$ cat src/rtl/ber_pkg.sv
// Shared types and helpers for the 16-QAM bit-error-rate meter.
package ber_pkg;

   localparam int SYM_W = 2;

   typedef enum logic [1:0] {
      FILL    = 2'd0,
      SEARCH  = 2'd1,
      MEASURE = 2'd2
   } ber_state_t;

   function automatic logic [1:0] popcount2(input logic [SYM_W-1:0] v);
      return {1'b0, v[0]} + {1'b0, v[1]};
   endfunction

endpackage

$ cat src/rtl/ber_delay_line.sv
// Reference-symbol delay line: shifts on enable, tap 0 is the live input.
module ber_delay_line #(
   parameter int DEPTH = 64,
   parameter int WIDTH = 4,
   localparam int SEL_W = $clog2(DEPTH)
) (
   input  logic             clk,
   input  logic             reset,
   input  logic             shift,
   input  logic [WIDTH-1:0] din,
   input  logic [SEL_W-1:0] sel,
   output logic [WIDTH-1:0] tap
);

   // Tap 0 is the live input, so only DEPTH-1 stages are stored.
   logic [WIDTH-1:0] line [DEPTH-1];

   always_ff @(posedge clk or negedge reset) begin
      if (!reset) begin
         for (int k = 0; k < DEPTH-1; k++) line[k] <= '0;
      end else if (shift) begin
         line[0] <= din;
         for (int k = 1; k < DEPTH-1; k++) line[k] <= line[k-1];
      end
   end

   always_comb begin
      tap = din;
      if (sel != '0) tap = line[sel - 1'b1];
   end

endmodule

$ cat src/rtl/ber_meter.sv
// BER meter: finds tx-to-rx symbol latency, then counts bit errors per window.
// Optional macro BER_SER_COUNT_EN adds a per-window symbol-error counter.
module ber_meter
   import ber_pkg::*;
#(
   parameter int MAX_DELAY   = 63,
   parameter int ACQ_LEN     = 64,
   parameter int LOCK_THRESH = 2,
   parameter int WINDOW_LOG2 = 20,
   parameter int LOSS_THRESH = 2 ** (WINDOW_LOG2 - 2),
   localparam int DLY_W      = $clog2(MAX_DELAY + 1)
) (
   input  logic                   clk,
   input  logic                   reset,
   input  logic                   sym_clk_ena,
   input  logic                   clear,
   input  logic [SYM_W-1:0]       ref_i,
   input  logic [SYM_W-1:0]       ref_q,
   input  logic [SYM_W-1:0]       rx_i,
   input  logic [SYM_W-1:0]       rx_q,
   output logic                   locked,
   output logic [DLY_W-1:0]       delay,
   output logic [WINDOW_LOG2+2:0] err_count,
   output logic                   result_valid,
   output logic [15:0]            window_count,
   output logic                   search_wrap,
   output logic [WINDOW_LOG2:0]   ser_count
);

   localparam int ACC_W  = WINDOW_LOG2 + 3;
   localparam int FILL_W = $clog2(MAX_DELAY + 1);
   localparam int ACQ_W  = $clog2(ACQ_LEN);
   localparam int MAX_FA = (FILL_W > ACQ_W) ? FILL_W : ACQ_W;
   localparam int CNT_W  = (MAX_FA > WINDOW_LOG2) ? MAX_FA : WINDOW_LOG2;

   ber_state_t           state, state_next;
   logic [CNT_W-1:0]     sym_cnt;
   logic [DLY_W-1:0]     cand;
   logic [DLY_W-1:0]     tap_sel;
   logic [ACC_W-1:0]     acc, acc_sum;
   logic [2*SYM_W-1:0]   ref_tap;
   logic [2:0]           sym_err;
   logic                 fill_done, acq_done, acq_pass, win_done, win_loss;

   assign tap_sel = (state == MEASURE) ? delay : cand;

   ber_delay_line #(
      .DEPTH (MAX_DELAY + 1),
      .WIDTH (2 * SYM_W)
   ) u_delay_line (
      .clk   (clk),
      .reset (reset),
      .shift (sym_clk_ena && !clear),
      .din   ({ref_i, ref_q}),
      .sel   (tap_sel),
      .tap   (ref_tap)
   );

   assign sym_err = {1'b0, popcount2(ref_tap[2*SYM_W-1:SYM_W] ^ rx_i)}
                  + {1'b0, popcount2(ref_tap[SYM_W-1:0] ^ rx_q)};
   assign acc_sum = acc + ACC_W'(sym_err);

   always_ff @(posedge clk or negedge reset) begin
      if (!reset) state <= FILL;
      else        state <= state_next;
   end

   always_comb begin
      state_next = state;
      fill_done  = 1'b0;
      acq_done   = 1'b0;
      acq_pass   = 1'b0;
      win_done   = 1'b0;
      win_loss   = 1'b0;
      if (clear) begin
         state_next = FILL;
      end else if (sym_clk_ena) begin
         case (state)
            FILL: begin
               if (sym_cnt == CNT_W'(MAX_DELAY)) begin
                  fill_done  = 1'b1;
                  state_next = SEARCH;
               end
            end
            SEARCH: begin
               if (sym_cnt == CNT_W'(ACQ_LEN - 1)) begin
                  acq_done = 1'b1;
                  if (acc_sum <= ACC_W'(LOCK_THRESH)) begin
                     acq_pass   = 1'b1;
                     state_next = MEASURE;
                  end
               end
            end
            MEASURE: begin
               if (sym_cnt == CNT_W'(2 ** WINDOW_LOG2 - 1)) begin
                  win_done = 1'b1;
                  if (acc_sum > ACC_W'(LOSS_THRESH)) begin
                     win_loss   = 1'b1;
                     state_next = SEARCH;
                  end
               end
            end
            default: state_next = FILL;
         endcase
      end
   end

   // Every phase boundary restarts the symbol counter and the shared accumulator.
   always_ff @(posedge clk or negedge reset) begin
      if (!reset) begin
         sym_cnt      <= '0;
         cand         <= '0;
         acc          <= '0;
         locked       <= 1'b0;
         delay        <= '0;
         err_count    <= '0;
         result_valid <= 1'b0;
         window_count <= '0;
         search_wrap  <= 1'b0;
      end else begin
         result_valid <= 1'b0;
         if (clear) begin
            sym_cnt      <= '0;
            cand         <= '0;
            acc          <= '0;
            locked       <= 1'b0;
            window_count <= '0;
            search_wrap  <= 1'b0;
         end else if (sym_clk_ena) begin
            if (fill_done || acq_done || win_done) begin
               sym_cnt <= '0;
               acc     <= '0;
            end else begin
               sym_cnt <= sym_cnt + 1'b1;
               if (state != FILL) acc <= acc_sum;
            end
            if (acq_pass) begin
               delay        <= cand;
               locked       <= 1'b1;
               window_count <= '0;
            end else if (acq_done) begin
               if (cand == DLY_W'(MAX_DELAY)) begin
                  cand        <= '0;
                  search_wrap <= 1'b1;
               end else begin
                  cand <= cand + 1'b1;
               end
            end
            if (win_done) begin
               err_count    <= acc_sum;
               result_valid <= 1'b1;
               window_count <= window_count + 16'd1;
               if (win_loss) begin
                  locked <= 1'b0;
                  cand   <= '0;
               end
            end
         end
      end
   end

`ifdef BER_SER_COUNT_EN
   logic [WINDOW_LOG2:0] ser_acc, ser_sum;

   assign ser_sum = ser_acc + {{WINDOW_LOG2{1'b0}}, (sym_err != 3'd0)};

   // Symbol-error counter runs only while measuring and publishes with err_count.
   always_ff @(posedge clk or negedge reset) begin
      if (!reset) begin
         ser_acc   <= '0;
         ser_count <= '0;
      end else if (clear) begin
         ser_acc <= '0;
      end else if (sym_clk_ena && state == MEASURE) begin
         if (win_done) begin
            ser_count <= ser_sum;
            ser_acc   <= '0;
         end else begin
            ser_acc <= ser_sum;
         end
      end
   end
`else
   assign ser_count = '0;
`endif

endmodule

$ cat config.mk
export PLATFORM = sky130hd
export DESIGN_NAME = ber_meter
export DESIGN_NICKNAME = d
export VERILOG_FILES = /design/src/rtl/ber_pkg.sv /design/src/rtl/ber_delay_line.sv /design/src/rtl/ber_meter.sv
export SDC_FILE = /design/constraint.sdc
export NUM_CORES = 1
export LEC_CHECK = 0
export CORE_MARGIN = 1.5
export CORE_UTILIZATION = 55
export CTS_CLUSTER_SIZE = 16
export DETAILED_ROUTE_END_ITERATION = 6
export PLACE_DENSITY = 0.74
export SYNTH_ARGS = -nofsm -noshare
export SYNTH_HDL_FRONTEND = slang
export SYNTH_HIERARCHICAL = 1
export SYNTH_SLANG_ARGS = --single-unit
export TNS_END_PERCENT = 100
$ cat constraint.sdc
create_clock -name clk -period 10 [get_ports clk]
set_clock_uncertainty 0.15 [all_clocks]
set_input_delay 1 -clock clk [delete_from_list [all_inputs] [get_ports clk]]
set_output_delay 1 -clock clk [all_outputs]
set_load 0.02 [all_outputs]
### After elaboration in Yosys (flattened, before gate mapping)

Cells that the tools add are included.

| storage, ports and cells | value |
|---|---|
| register bits | 351 |
| input bits | 12 |
| output and inout port bits | 69 |
| word-level logic and storage cells | 182 |

| cells by class | value |
|---|---|
| $add $sub $neg | 8 |
| magnitude comparators | 3 |
| equal/unequal tests | 11 |
| multiplexer cells | 65 |
| bitwise logic cells | 4 |
| reduce and logical (&&, ||, !) cells | 18 |

Operators by type and width:

| operator | count |
|---|---|
| 23-bit 2-to-1 mux | 4 |
| 16-bit 2-to-1 mux | 4 |
| 20-bit 2-to-1 mux | 3 |
| 6-bit 2-to-1 mux | 8 |
| 1-bit 2-to-1 mux | 34 |
| 4-bit binary-select mux with 6-bit select | 1 |
| 23-bit by 3-bit adder with 23-bit output | 1 |
| 23-bit by 19-bit > comparator with 1-bit output, second input constant | 1 |
| 23-bit by 2-bit <= comparator with 1-bit output, second input constant | 1 |
| 20-bit by 1-bit adder with 20-bit output, second input constant | 1 |
| 20-bit == test, second input constant | 1 |
| 20-bit by 6-bit == test with 1-bit output, second input constant | 1 |
| 16-bit by 1-bit adder with 16-bit output, second input constant | 1 |
| 2-bit 2-to-1 mux | 7 |
| 4-bit 2-to-1 mux | 3 |
| 3-bit != test, second input constant | 3 |
| 2-bit nonzero test | 4 |
| 7-bit >= comparator, second input constant | 1 |
| 6-bit inverter with 7-bit output | 1 |
| 6-bit by 1-bit adder with 6-bit output, second input constant | 1 |
| 6-bit == test, second input constant | 1 |
| 3-bit by 2-bit != test with 1-bit output, second input constant | 2 |
| 2-bit one-hot mux with 3 select lines | 1 |
| 3-bit AND reduction | 2 |
| 17 further kinds | 22 |

### Logic depth before layout (Yosys ltp)

Gate-level depths: netlist of the first run.

| logic depth | value |
|---|---|
| word-level depth | 23 |
| depth in mapped cells | 32 |
| gate-level depth less buffers | 24 |

### By module

Netlist of the first run, hierarchy kept.

By module, submodules not included:

| module | times used | cells an instance | area an instance (um^2) | seq. area each (um^2) |
|---|---|---|---|---|
| ber_delay_line | 1 | 759 | 11597.4 | 6306.0 |
| ber_meter | 1 | 641 | 5751.8 | 2477.4 |

### Least setup slack after synthesis of the first run

OpenSTA, ideal clock, no wires.

| path | value |
|---|---|
| path type | register to register |
| start point | reg state[1] |
| end point | reg delay[0] |
| setup time | 0.125 ns |
| arrival | 7.278 ns |
| data required time | 9.725 ns |
| slack | 2.447 ns |
| stages on the path, launching flop included | 30 |
| path buffers | 6 |
| period minus slack after synthesis | 7.553 ns |
| cell sequence | dfrtp_1 > nor2b_1 > clkbuf_1 > nand2_1 > o21ai_0 > buf_4 > buf_2 > inv_1 > ha_1 > buf_6 > xor2_4 > mux4_1 > mux2_2 > a221o_1 > o22ai_2 > a21oi_1 > xnor2_1 > fa_1 > inv_1 > fa_1 > fa_1 > and4_1 > and4_1 > buf_4 > nor2b_1 > xor2_1 > or4_1 > buf_2 > nor3_4 > mux2_2 |

| between the ends | value |
|---|---|
| word-level cells in the longest chain between the ends | 19 |
| elaborated cells between the ends (all ways) | 23 |
| those cells by class | add/sub: 5; order compare: 1; eq/ne: 2; mux: 10; bitwise: 3; reduce/logical: 2 |

Ends and longest elaborated chain:

| element | line | text |
|---|---|---|
| start, declared | ber_meter.sv:36 | `ber_state_t state, state_next;` |
| start signal, assigned | ber_meter.sv:65 | `else state <= state_next;` |
| 2-bit == test * | ber_meter.sv:45 | `assign tap_sel = (state == MEASURE) ? delay : cand;` |
| 6-bit 2-to-1 mux * | ber_meter.sv:45 |  |
| via tap_sel[0] | ber_meter.sv:39 | `logic [DLY_W-1:0] tap_sel;` |
| 6-bit by 1-bit subtractor with 6-bit output | ber_delay_line.sv:29 | `if (sel != '0) tap = line[sel - 1'b1];` |
| 6-bit inverter with 7-bit output (not written as such) | ber_delay_line.sv:29 |  |
| 4-bit binary-select mux with 6-bit select | ber_delay_line.sv:29 |  |
| 4-bit 2-to-1 mux (not written as such) (2 in a row) | ber_delay_line.sv:29 |  |
| 4-bit 2-to-1 mux * | ber_delay_line.sv:29 |  |
| via ref_tap[2] | ber_meter.sv:41 | `logic [2*SYM_W-1:0] ref_tap;` |
| [... 3 more ...] | -- |  |
| 23-bit by 3-bit adder with 23-bit output * | ber_meter.sv:61 | `assign acc_sum = acc + ACC_W'(sym_err);` |
| 23-bit by 2-bit <= comparator with 1-bit output * | ber_meter.sv:88 | `if (acc_sum <= ACC_W'(LOCK_THRESH)) begin` |
| 1-bit 2-to-1 mux * | ber_meter.sv:88 |  |
| 1-bit 2-to-1 mux * | ber_meter.sv:86 | `if (sym_cnt == CNT_W'(ACQ_LEN - 1)) begin` |
| 1-bit 2-to-1 mux * | ber_meter.sv:78 | `case (state)` |
| 1-bit 2-to-1 mux * | ber_meter.sv:77 | `end else if (sym_clk_ena) begin` |
| 1-bit 2-to-1 mux * | ber_meter.sv:75 | `if (clear) begin` |
| 3-bit AND reduction (no source line) * | -- |  |
| end signal, assigned | ber_meter.sv:138 | `delay <= cand;` |
| end, declared | ber_meter.sv:22 | `output logic [DLY_W-1:0] delay,` |

Mark *: on every way through the listed nets, which the timed path passes. The rest lies on a longest branch. The select of a mux whose other input is x is not followed.
A chain may end at the register's enable or synchronous reset.

### Worst setup path after layout of the first run

| path | value |
|---|---|
| start point | reg state[1] |
| end point | reg window_count[11] |

| between the ends | value |
|---|---|
| word-level cells in the longest chain between the ends | 20 |
| elaborated cells between the ends (all ways) | 30 |
| those cells by class | add/sub: 5; order compare: 1; eq/ne: 2; mux: 16; bitwise: 3; reduce/logical: 3 |

Ends and longest elaborated chain:

| element | line | text |
|---|---|---|
| 2-bit == test * | ber_meter.sv:45 |  |
| 6-bit 2-to-1 mux * | ber_meter.sv:45 |  |
| via tap_sel[0] | ber_meter.sv:39 |  |
| 6-bit by 1-bit subtractor with 6-bit output | ber_delay_line.sv:29 |  |
| 6-bit inverter with 7-bit output (not written as such) | ber_delay_line.sv:29 |  |
| 4-bit binary-select mux with 6-bit select | ber_delay_line.sv:29 |  |
| 4-bit 2-to-1 mux (not written as such) (2 in a row) | ber_delay_line.sv:29 |  |
| 4-bit 2-to-1 mux * | ber_delay_line.sv:29 |  |
| via ref_tap[0] | ber_meter.sv:41 |  |
| [... 4 more ...] | -- |  |
| 23-bit by 2-bit <= comparator with 1-bit output * | ber_meter.sv:88 |  |
| 1-bit 2-to-1 mux * | ber_meter.sv:88 |  |
| 1-bit 2-to-1 mux * | ber_meter.sv:86 |  |
| 1-bit 2-to-1 mux * | ber_meter.sv:78 |  |
| 1-bit 2-to-1 mux * | ber_meter.sv:77 |  |
| 1-bit 2-to-1 mux * | ber_meter.sv:75 |  |
| 3-bit nonzero test (no source line) * | -- |  |
| 2-bit AND reduction (no source line) * | -- |  |
| end signal, assigned | ber_meter.sv:152 | `window_count <= window_count + 16'd1;` |
| end, declared | ber_meter.sv:25 | `output logic [15:0] window_count,` |

Marked as above.

==> summary.txt, run 1 <==
Result of the run: complete, no violations
Layout Nets: 1437
Share of cells above drive strength 1: 0.286
Hold endpoint: err_count[4]$_DFFE_PN0P_
Drc violations: 0
Fill cells: 2374
CTS clk-pin slew, worst paths: 60 ps
P_leak: 8.64 nW
Ys async rst share: 1.00
Clock sink count: 351
Routed length on met1: 15300 um
CTS tree: done
GP Congestion: 0.869
Synth cell types: 75
Minimum clock period: 8740 ps
Row cnt: 64
Starting DRC count in detailed routing: 682
Cell internal pwr: 2.48 mW
Drt first pass iters: 5
Initial Util: 0.563
Switching Fraction: 0.235
Cell Area, Synth: 17300 um2
Max layer used: met4
Post-route ant nets: 0
Reg2reg path depth: 24
Die W: 181 um
Sequential share of the synthesized area: 0.506
N_diodes: 0
Final worst-path cycle share: 0.874
Flop-to-flop setup slack: 1260 ps
Core region area: 30800 um2
I/O Pins: 81
Grt ovf: 0
Post-synthesis instance total: 1400
Total CTS buffers: 38
Rel. slew slack: 0.209
Count leader, synth: dfrtp_1
Die area: 32600 um2
Total Routing Usage GR: 0.204
DR vias: 10764
Critical path arrival: 8960 ps
Final hold violation count: 0
Switching power: 0.763 mW
HP Start: err_count[4]$_DFFE_PN0P_
Post-CTS setup buffers: 0
Number of enable flip-flop cells after synthesis: 0
Reg2Reg Capture Point: window_count[11]$_DFFE_PN0P_
Via density: 5.88
CP Class: flip-flop to flip-flop
Area contributors post-synth: dfrtp_1 51%, mux2_2 17%, mux4_2 7.3%, nand2_1 3.0%, xor2_1 2.0%
Largest net degree at the start of global routing: 173
Synthesis-stage register bit count: 351
Die Height: 181 um
Met3 wire length: 1240 um
Root buf cell: clkbuf_16
Post-cts hold buffer count: 0
Initial antenna violation count: 0
Wire per inst: 17.7 um
TNS Setup: 0 ps
H-tree levels: 2
Slew @ Worst Pin: 1190 ps
Area delta synth->final: 10.8%
Clk_lat worst skew: 530 ps
Crit start category: flip-flop
Met2 wire len: 15300 um
Post-synth top cells: 351 x dfrtp_1, 265 x mux2_2, 139 x nand2_1
First-pass GRT wire length: 54700 um
PD cells: 169 nW/um2
Final setup fails: 0
Comb pwr share: 0.090
Critical Path Sink Type: flip-flop
DPL Wire Length: 20300 um
# Max-Cap Violations: 0
Vias in the first global route: 10647
Mean post-synth cell area: 12.4 um2
Ys Warns: 6
Fmax: 114 MHz
Clk pwr share: 0.410
Final Max Slew Viols: 0
Hold depth: 2
PostCTS Resize Cnt: 0
Sequential cell fraction of total power: 0.500
RSZ-0062 raised after global routing: no
Worst hold path type: flip-flop to flip-flop
Synth area leader: dfrtp_1
Required time of the critical path: 10220 ps
Max VDD drop: 0.218 mV
Post-synth top area share: 0.506
Top FF cell, synth: dfrtp_1
Fin Hold WS: 325 ps
Worst Path Max Fanout: 36
Port Buf Inserts: 59
Routed WL: 32500 um
Clock buffer depth: 3
Reg-to-reg critical path startpoint: state[1]$_DFFE_PN0P_
==> registers in the layout, indices dropped and copies added, names as in the netlist <==
| name | count |
|---|---|
| result_valid | 1 |
| state | 2 |
| err_count | 23 |
| window_count | 16 |
| search_wrap | 1 |
| u_delay_line/line | 252 |
| acc | 23 |
| sym_cnt | 20 |
| cand | 6 |
| locked | 1 |
| delay | 6 |
==> area by class of cell <==
type / count / area, um2 / share of cell area
tap: 396 / 495 / 0.0258
sequential: 351 / 8780 / 0.457
inverter: 18 / 75.1 / 0.00391
multi-input combinational: 937 / 8000 / 0.416
clock inverter: 8 / 95.1 / 0.00495
timing repair buffer: 70 / 691 / 0.0359
clock buffer: 51 / 1080 / 0.0562
==> critical path: stages (launching register included) <==
cell and delay (ps):
dfrtp_1 420, nor2b_1 660, nand2_1 210, o21ai_4 100
buf_4 500, buf_4 630, nor2_1 200, a31o_2 280
a21oi_1 560, a21oi_1 100, a2111oi_0 400, a211oi_1 110
xnor2_1 170, fa_1 510, inv_1 60, fa_1 500
fa_1 490, and4_1 270, and4_1 310, nor2b_1 240
xor2_1 170, or4_1 690, nor2_1 240, a211o_2 380
a31oi_1 170
==> layer usage <==
metal,GRT usage,vias up
met5,0,-
met4,0.0568,0
met3,0.0295,50
met2,0.326,249
met1,0.293,5433
li1,-,5032
==> worst max-delay path by stage <==
| stage | startpoint | endpoint | cells past startpoint |
|---|---|---|---|
| finish | state[1]$_DFFE_PN0P_ | window_count[11]$_DFFE_PN0P_ | 24 |
| global route | state[1]$_DFFE_PN0P_ | window_count[11]$_DFFE_PN0P_ | 24 |
| CTS | state[1]$_DFFE_PN0P_ | delay[0]$_DFFE_PN0P_ | 23 |
| detailed placement | state[1]$_DFFE_PN0P_ | delay[2]$_DFFE_PN0P_ | 23 |
| global placement | state[1]$_DFFE_PN0P_ | delay[0]$_DFFE_PN0P_ | 23 |
| floorplan | state[1]$_DFFE_PN0P_ | delay[0]$_DFFE_PN0P_ | 29 |
==> metrics by stage <==
step	power (mW)	area, um2	utilization	worst slack, ps	instances
floorplan	1.85	17400	-	2450	1420
global placement	1.93	18000	0.585	1500	1772
detailed placement	1.94	18000	0.585	1210	1772
CTS	3.28	19200	0.623	1210	1831
global route	3.38	19200	0.623	723	1831
finish	3.25	19200	0.623	1260	1831
==> cells in the final DEF, fill, tap and decap left out, types with 8 or more instances in the layout <==
master,Yosys,layout
clkbuf_16,0,38
nand2b_1,10,10
xnor2_1,26,26
a21oi_1,35,35
nand4_1,18,18
nor2_1,70,70
clkdlybuf4s50_1,0,58
and3_1,13,13
a31oi_1,19,19
dfrtp_1,351,351
mux4_2,56,56
xor2_1,40,40
nor3_1,13,13
nand3_1,27,27
mux2_2,265,265
a21o_1,9,9
and2_1,10,10
clkbuf_8,0,8
buf_4,34,10
inv_1,18,17
nand2_1,139,139
mux2i_1,8,8
conb_1,1,21
o21ai_0,41,40
==> logic make-up after synthesis <==
family,after synthesis,share of synthesized area
muxes,333,0.255
xor gates and xnor gates,68,0.0358
AOI/OAI and AO/OA,156,0.0577
buffers and inverters,132,0.0381
adders and majority gates,9,0.00779
other,1,0.000216
DFF,351,0.506
and+or+nand+nor,350,0.0987
==> power by group through the flow <==
stage / logic [mW] / clock network [mW] / registers (mW)
2_1_floorplan: 0.231 / 0 / 1.62
3_3_place_gp: 0.289 / 0 / 1.64
3_5_place_dp: 0.297 / 0 / 1.65
4_1_cts: 0.299 / 1.36 / 1.62
5_1_grt: 0.321 / 1.42 / 1.64
6_report: 0.293 / 1.33 / 1.62
Note: power is estimated with default switching activity, not from simulation.
==> run 2: changes to the inputs <==
--- a/config.mk
+++ b/config.mk
@@ -5,11 +5,12 @@
 export SDC_FILE = /design/constraint.sdc
 export NUM_CORES = 1
 export LEC_CHECK = 0
+export ABC_AREA = 1
 export CORE_MARGIN = 1.5
 export CORE_UTILIZATION = 55
 export CTS_CLUSTER_SIZE = 16
 export DETAILED_ROUTE_END_ITERATION = 6
-export PLACE_DENSITY = 0.74
+export PLACE_DENSITY = 0.73
 export SYNTH_ARGS = -nofsm -noshare
 export SYNTH_HDL_FRONTEND = slang
 export SYNTH_HIERARCHICAL = 1
==> run 2 against run 1 <==
Fmax rose by 7.0%. Setup slack improved by 570 ps. Sequential cell count is the same. First-iteration DRC count rose by 87%. Critical path depth increased by 13. Via count rose by 46%. Combinational power up 110%. Cell area up 5.4%. Synthesized cell count increased by 76%. Sequential share of layout area decreased by 2.3 points. Final cell count is 60% higher. Critical path type unchanged. Largest cell class unchanged. Largest power group unchanged.
==> summary.txt, run 2 <==
Crit start category: flip-flop
Drc violations: 0
Max incr delay on CP: 690 ps
Flop-to-flop setup slack: 1830 ps
H-tree levels: 2
Critical path arrival: 8400 ps
Clk_lat worst skew: 520 ps
Hold endpoint: u_delay_line/line[223]$_DFFE_PN0P_
Final hold violation count: 0
Most used cell, CP: nand2_1
Post-route ant nets: 0
Post-synthesis instance total: 2459
I/O Pins: 81
Synth cell types: 44
Die area: 34400 um2
Clock sink count: 351
Worst hold path type: flip-flop to flip-flop
Wire per inst: 15.0 um
Share of cells above drive strength 1: 0.0536
Worst Path Max Fanout: 50
Top reg by flops: u_delay_line/line
Reg2reg path depth: 37
Result of the run: complete, no violations
Layout Nets: 2473
Ys Warns: 6
Commonest cells after routing, fill and taps aside: 715 x nand2_1, 351 x dfrtp_1, 328 x inv_1
Total CTS buffers: 39
HP Start: u_delay_line/line[227]$_DFFE_PN0P_
Reg2Reg Capture Point: window_count[1]$_DFFE_PN0P_
Initial antenna violation count: 4
Top FF cell, synth: dfrtp_1
Vias in the first global route: 14548
Most common cell after layout, fill and taps aside: nand2_1
Post-CTS setup buffers: 0
Count leader, synth: nand2_1
DR vias: 15673
Rel. slew slack: 0.191
Total Routing Usage GR: 0.262
Pre-CTS setup slack: 1920 ps
RSZ-0062 raised after global routing: no
Slew @ Worst Pin: 1210 ps
Max FFs per register: 252
Required time of the critical path: 10230 ps
Post-synth top cells: 715 x nand2_1, 351 x dfrtp_1, 328 x inv_1
Post-synth top area share: 0.479
Dpl cells: 2853
DPL Wire Length: 27700 um
PD cells: 186 nW/um2
Post-cts hold buffer count: 0
Synth area leader: dfrtp_1
CP Class: flip-flop to flip-flop
Final setup fails: 0
Synthesis-stage register bit count: 351
Non-Filler Instances: 2923
Fill cells: 2963
Top cell family by delay on the critical path: simple AND/OR/NAND/NOR gates
Root buf cell: clkbuf_16
Slowest CP cell: nor2_1
Via density: 5.36
Drt first pass iters: 5
Fin Hold WS: 320 ps
Port Buf Inserts: 59
Sequential share of the synthesized area: 0.479
Max VDD drop: 0.130 mV
Die W: 186 um
N_diodes: 0
Core region area: 32700 um2
First-pass GRT wire length: 72500 um
Row cnt: 66
Pwr Total: 3.77 mW
Die Height: 186 um
Fmax: 122 MHz
TNS Setup: 0 ps
Top flop regs: u_delay_line/line (252), acc (23), err_count (23)
Mean post-synth cell area: 7.45 um2
Area delta synth->final: 10.5%
Critical Path Sink Type: flip-flop
Final Instance Area: 20200 um2
Clock buffer depth: 3
# Max-Cap Violations: 0
Initial Util: 0.560
P_leak: 9.48 nW
Final Max Slew Viols: 0
Largest net degree at the start of global routing: 331
Dpl cell area: 19000 um2
Grt ovf: 0
Final core utilization: 0.619
CTS clk-pin slew, worst paths: 60 ps
CTS tree: done
GP Congestion: 0.924
Starting DRC count in detailed routing: 1276
Final worst-path cycle share: 0.817
Reg-to-reg critical path startpoint: state[1]$_DFFE_PN0P_
Routed WL: 43800 um
WP buf/inv: 9
Cell Area, Synth: 18300 um2
Hold depth: 2
PostCTS Resize Cnt: 0
Minimum clock period: 8170 ps
Slack of the critical path: 1830 ps
Ys async rst share: 1.00
Number of enable flip-flop cells after synthesis: 0
Area contributors post-synth: dfrtp_1 48%, nand2_1 15%, nand3_1 8.7%, o21ai_0 7.6%, inv_1 6.7%
## run 2: cell count changes after synthesis, moves of 20 or more
cell and delta:
nor2_1 +57, mux4_2 -56, o21ai_0 +238, xnor2_1 -20, nand2_1 +576, inv_1 +310
nand3_1 +290, xor2_1 -23, buf_2 +34, mux2_2 -261
## run 2: report_power, final
| group | internal (mW) | switching (mW) |
|---|---|---|
| Clock | 0.841 | 0.572 |
| Combinational | 0.193 | 0.416 |
| Sequential | 1.63 | 0.115 |
## run 2: worst min-delay path, cell delays in order (launching register included)
cell     delay [ps]
dfrtp_1         340
nand2_1          40
o21ai_0          60
## run 2: cell type report
cell class | instances | area [um2] | share of cell area
Clock buffer | 58 | 1180 | 0.0583
Clock inverter | 12 | 87.6 | 0.00433
Inverter | 336 | 1260 | 0.0625
Multi-Input combinational cell | 1650 | 7640 | 0.378
Tap cell | 442 | 553 | 0.0273
Timing Repair Buffer | 74 | 733 | 0.0362
Sequential cell | 351 | 8780 | 0.434
## run 2: logic make-up after synthesis
logic type / count (synthesis) / synth area share
adder cells (fa/ha/maj): 9 / 0.00738
XOR/XNOR: 24 / 0.0119
flip-flops: 351 / 0.479
buffers and inverters: 478 / 0.109
AO/OA/AOI/OAI: 350 / 0.101
multiplexers: 4 / 0.00246
other: 1 / 0.000205
AND/OR/NAND/NOR: 1242 / 0.289
## run 2: per-layer routing
layer | track usage | up-vias | share of wire
met1 | 0.373 | 7412 | 0.46
met4 | 0.0680 | 8 | 0.020
met2 | 0.417 | 427 | 0.46
li1 | - | 7748 | -
met5 | 0 | - | 0.0013
met3 | 0.0409 | 78 | 0.060
## run 2: how the worst max path moves through the flow
stage / slack (ps) / endpoint / cells past startpoint / from
floorplan: 4030 / window_count[9]$_DFFE_PN0P_ / 39 / state[1]$_DFFE_PN0P_
global placement: 2110 / window_count[2]$_DFFE_PN0P_ / 37 / state[1]$_DFFE_PN0P_
detailed placement: 1920 / window_count[1]$_DFFE_PN0P_ / 37 / state[1]$_DFFE_PN0P_
CTS: 1890 / window_count[1]$_DFFE_PN0P_ / 37 / state[1]$_DFFE_PN0P_
global route: 1140 / window_count[1]$_DFFE_PN0P_ / 37 / state[1]$_DFFE_PN0P_
finish: 1830 / window_count[1]$_DFFE_PN0P_ / 37 / state[1]$_DFFE_PN0P_
==> run 3: changes to the inputs <==
--- a/config.mk
+++ b/config.mk
@@ -10,7 +10,7 @@
 export CORE_UTILIZATION = 55
 export CTS_CLUSTER_SIZE = 16
 export DETAILED_ROUTE_END_ITERATION = 6
-export PLACE_DENSITY = 0.73
+export PLACE_DENSITY = 0.76
 export SYNTH_ARGS = -nofsm -noshare
 export SYNTH_HDL_FRONTEND = slang
 export SYNTH_HIERARCHICAL = 1
==> constraint.sdc (replaced) <==
create_clock -name clk -period 6.55 [get_ports clk]
set_clock_uncertainty 0.15 [all_clocks]
set_input_delay 0.655 -clock clk [delete_from_list [all_inputs] [get_ports clk]]
set_output_delay 0.655 -clock clk [all_outputs]
set_load 0.02 [all_outputs]
==> run 3 against run 2 <==
Fmax increased by 30%. Sequential power is 53% higher. Non-clock buffer count up 8. Setup slack got worse by 1600 ps. Clock-buffer cell count shrank 6. Largest cell class unchanged. Combinational power grew 54%. Register-to-register slack worse by 1600 ps. Die area unchanged. Clock power up 69%. Utilization rose by 0.82 points. Global-route usage decreased by 0.20 points.
==> summary.txt, run 3 (same netlist as run 2, synthesis figures left out) <==
Result of the run: complete, no violations
DPL Wire Length: 27700 um
Max incr delay on CP: 490 ps
First-pass GRT wire length: 72700 um
Vias in the first global route: 14958
Fmax: 159 MHz
PD cells: 291 nW/um2
Most used cell, CP: nand2_1
Drc violations: 0
RSZ-0062 raised after global routing: yes
Top reg by flops: u_delay_line/line
Slowest CP cell: fa_1
Required time of the critical path: 6810 ps
GP Congestion: 0.949
H-tree levels: 2
CTS tree: done
Total CTS buffers: 38
Reg2reg path depth: 37
Share of cells above drive strength 1: 0.0583
Clock buffer depth: 3
CTS clk-pin slew, worst paths: 60 ps
Layout Nets: 2481
Max VDD drop: 0.180 mV
Reg2Reg Capture Point: window_count[12]$_DFFE_PN0P_
Grt ovf: 0
# Max-Cap Violations: 0
Die area: 34400 um2
Root buf cell: clkbuf_16
Critical path arrival: 6530 ps
Via density: 5.40
Minimum clock period: 6270 ps
Worst hold path type: input port to asynchronous set/reset pin
Row cnt: 66
Non-Filler Instances: 2930
Area delta synth->final: 12.0%
Fill cells: 2892
P_leak: 9.59 nW
Die W: 186 um
Commonest cells after routing, fill and taps aside: 715 x nand2_1, 351 x dfrtp_1, 328 x inv_1
Initial antenna violation count: 0
Max FFs per register: 252
Top flop regs: u_delay_line/line (252), acc (23), err_count (23)
Clk_lat worst skew: 530 ps
Final Max Slew Viols: 0
Crit start category: flip-flop
Final setup fails: 0
CP Class: flip-flop to flip-flop
Drt first pass iters: 6
Total Routing Usage GR: 0.260
Clock sink count: 351
Dpl cells: 2861
Initial Util: 0.560
Critical Path Sink Type: flip-flop
Final worst-path cycle share: 0.958
Slew @ Worst Pin: 1190 ps
Reg-to-reg critical path startpoint: state[1]$_DFFE_PN0P_
I/O Pins: 81
Routed WL: 43900 um
Wire per inst: 15.0 um
Core region area: 32700 um2
Rel. slew slack: 0.206
Pwr Total: 5.98 mW
Final hold violation count: 0
N_diodes: 0
Most common cell after layout, fill and taps aside: nand2_1
Largest net degree at the start of global routing: 321
Die Height: 186 um
Post-route ant nets: 0
Worst Path Max Fanout: 36
Starting DRC count in detailed routing: 1363
Flop-to-flop setup slack: 280 ps
Port Buf Inserts: 59
DR vias: 15820
## run 3: metrics by stage
step / area [um2] / hold slack (ps) / util / TNS [ps] / setup slack [ps]
2_1_floorplan: 18400 / 209 / - / 0 / 575
3_3_place_gp: 19100 / 306 / 0.583 / 0 / 292
3_5_place_dp: 19100 / 315 / 0.583 / 0 / 94.3
4_1_cts: 20500 / 75.3 / 0.626 / 0 / 56.4
5_1_grt: 20500 / 114 / 0.627 / -106 / -22.5
6_report: 20500 / 14.4 / 0.627 / 0 / 276
## run 3: area by class of cell
cell class | count | area, um2 | share of cell area
sequential | 351 | 8780 | 0.428
multi-input combinational | 1651 | 7670 | 0.374
inverter | 336 | 1270 | 0.0618
clock buffer | 52 | 1140 | 0.0554
timing repair buffer | 82 | 833 | 0.0406
tap | 442 | 553 | 0.0270
clock inverter | 16 | 263 | 0.0128
## run 3: what timing repair did
item,4_1_cts,5_1_grt
hold buffers,0,0
setup endpoints to repair,0,31
gates resized for setup,0,10
setup buffers,0,0
## run 3: per-layer routing
metal	global-route usage	part of all wire	up-vias	wire length (um)
li1	-	-	7761	-
met1	0.360	0.44	7511	19400
met2	0.425	0.48	471	21000
met5	0	0	-	0
met3	0.0327	0.056	77	2440
met4	0.0849	0.023	0	1010
## run 3: how the worst max path moves through the flow
stage / startpoint / cells after the start / end
CTS: state[1]$_DFFE_PN0P_ / 36 / window_count[2]$_DFFE_PN0P_
global route: state[1]$_DFFE_PN0P_ / 35 / window_count[12]$_DFFE_PN0P_
floorplan: state[1]$_DFFE_PN0P_ / 39 / window_count[9]$_DFFE_PN0P_
finish: state[1]$_DFFE_PN0P_ / 37 / window_count[12]$_DFFE_PN0P_
global placement: state[1]$_DFFE_PN0P_ / 36 / window_count[1]$_DFFE_PN0P_
detailed placement: state[1]$_DFFE_PN0P_ / 36 / window_count[1]$_DFFE_PN0P_
## run 3: worst max-delay path, delay by kind of cell, from the launching register on
kind / cells / cell delay, ps
simple gates: 23 / 2690
fa+ha+maj: 4 / 1630
buf+inv: 7 / 970
flops: 1 / 370
compound gates: 2 / 150
xor+xnor: 1 / 130
## run 3: power breakdown
part	internal, mW	switching (mW)	total (mW)	leakage (nW)
Sequential	2.49	0.177	2.66	4.52
Combinational	0.294	0.646	0.940	4.39
Clock	1.49	0.884	2.38	0.683
Total	4.27	1.71	5.98	9.60
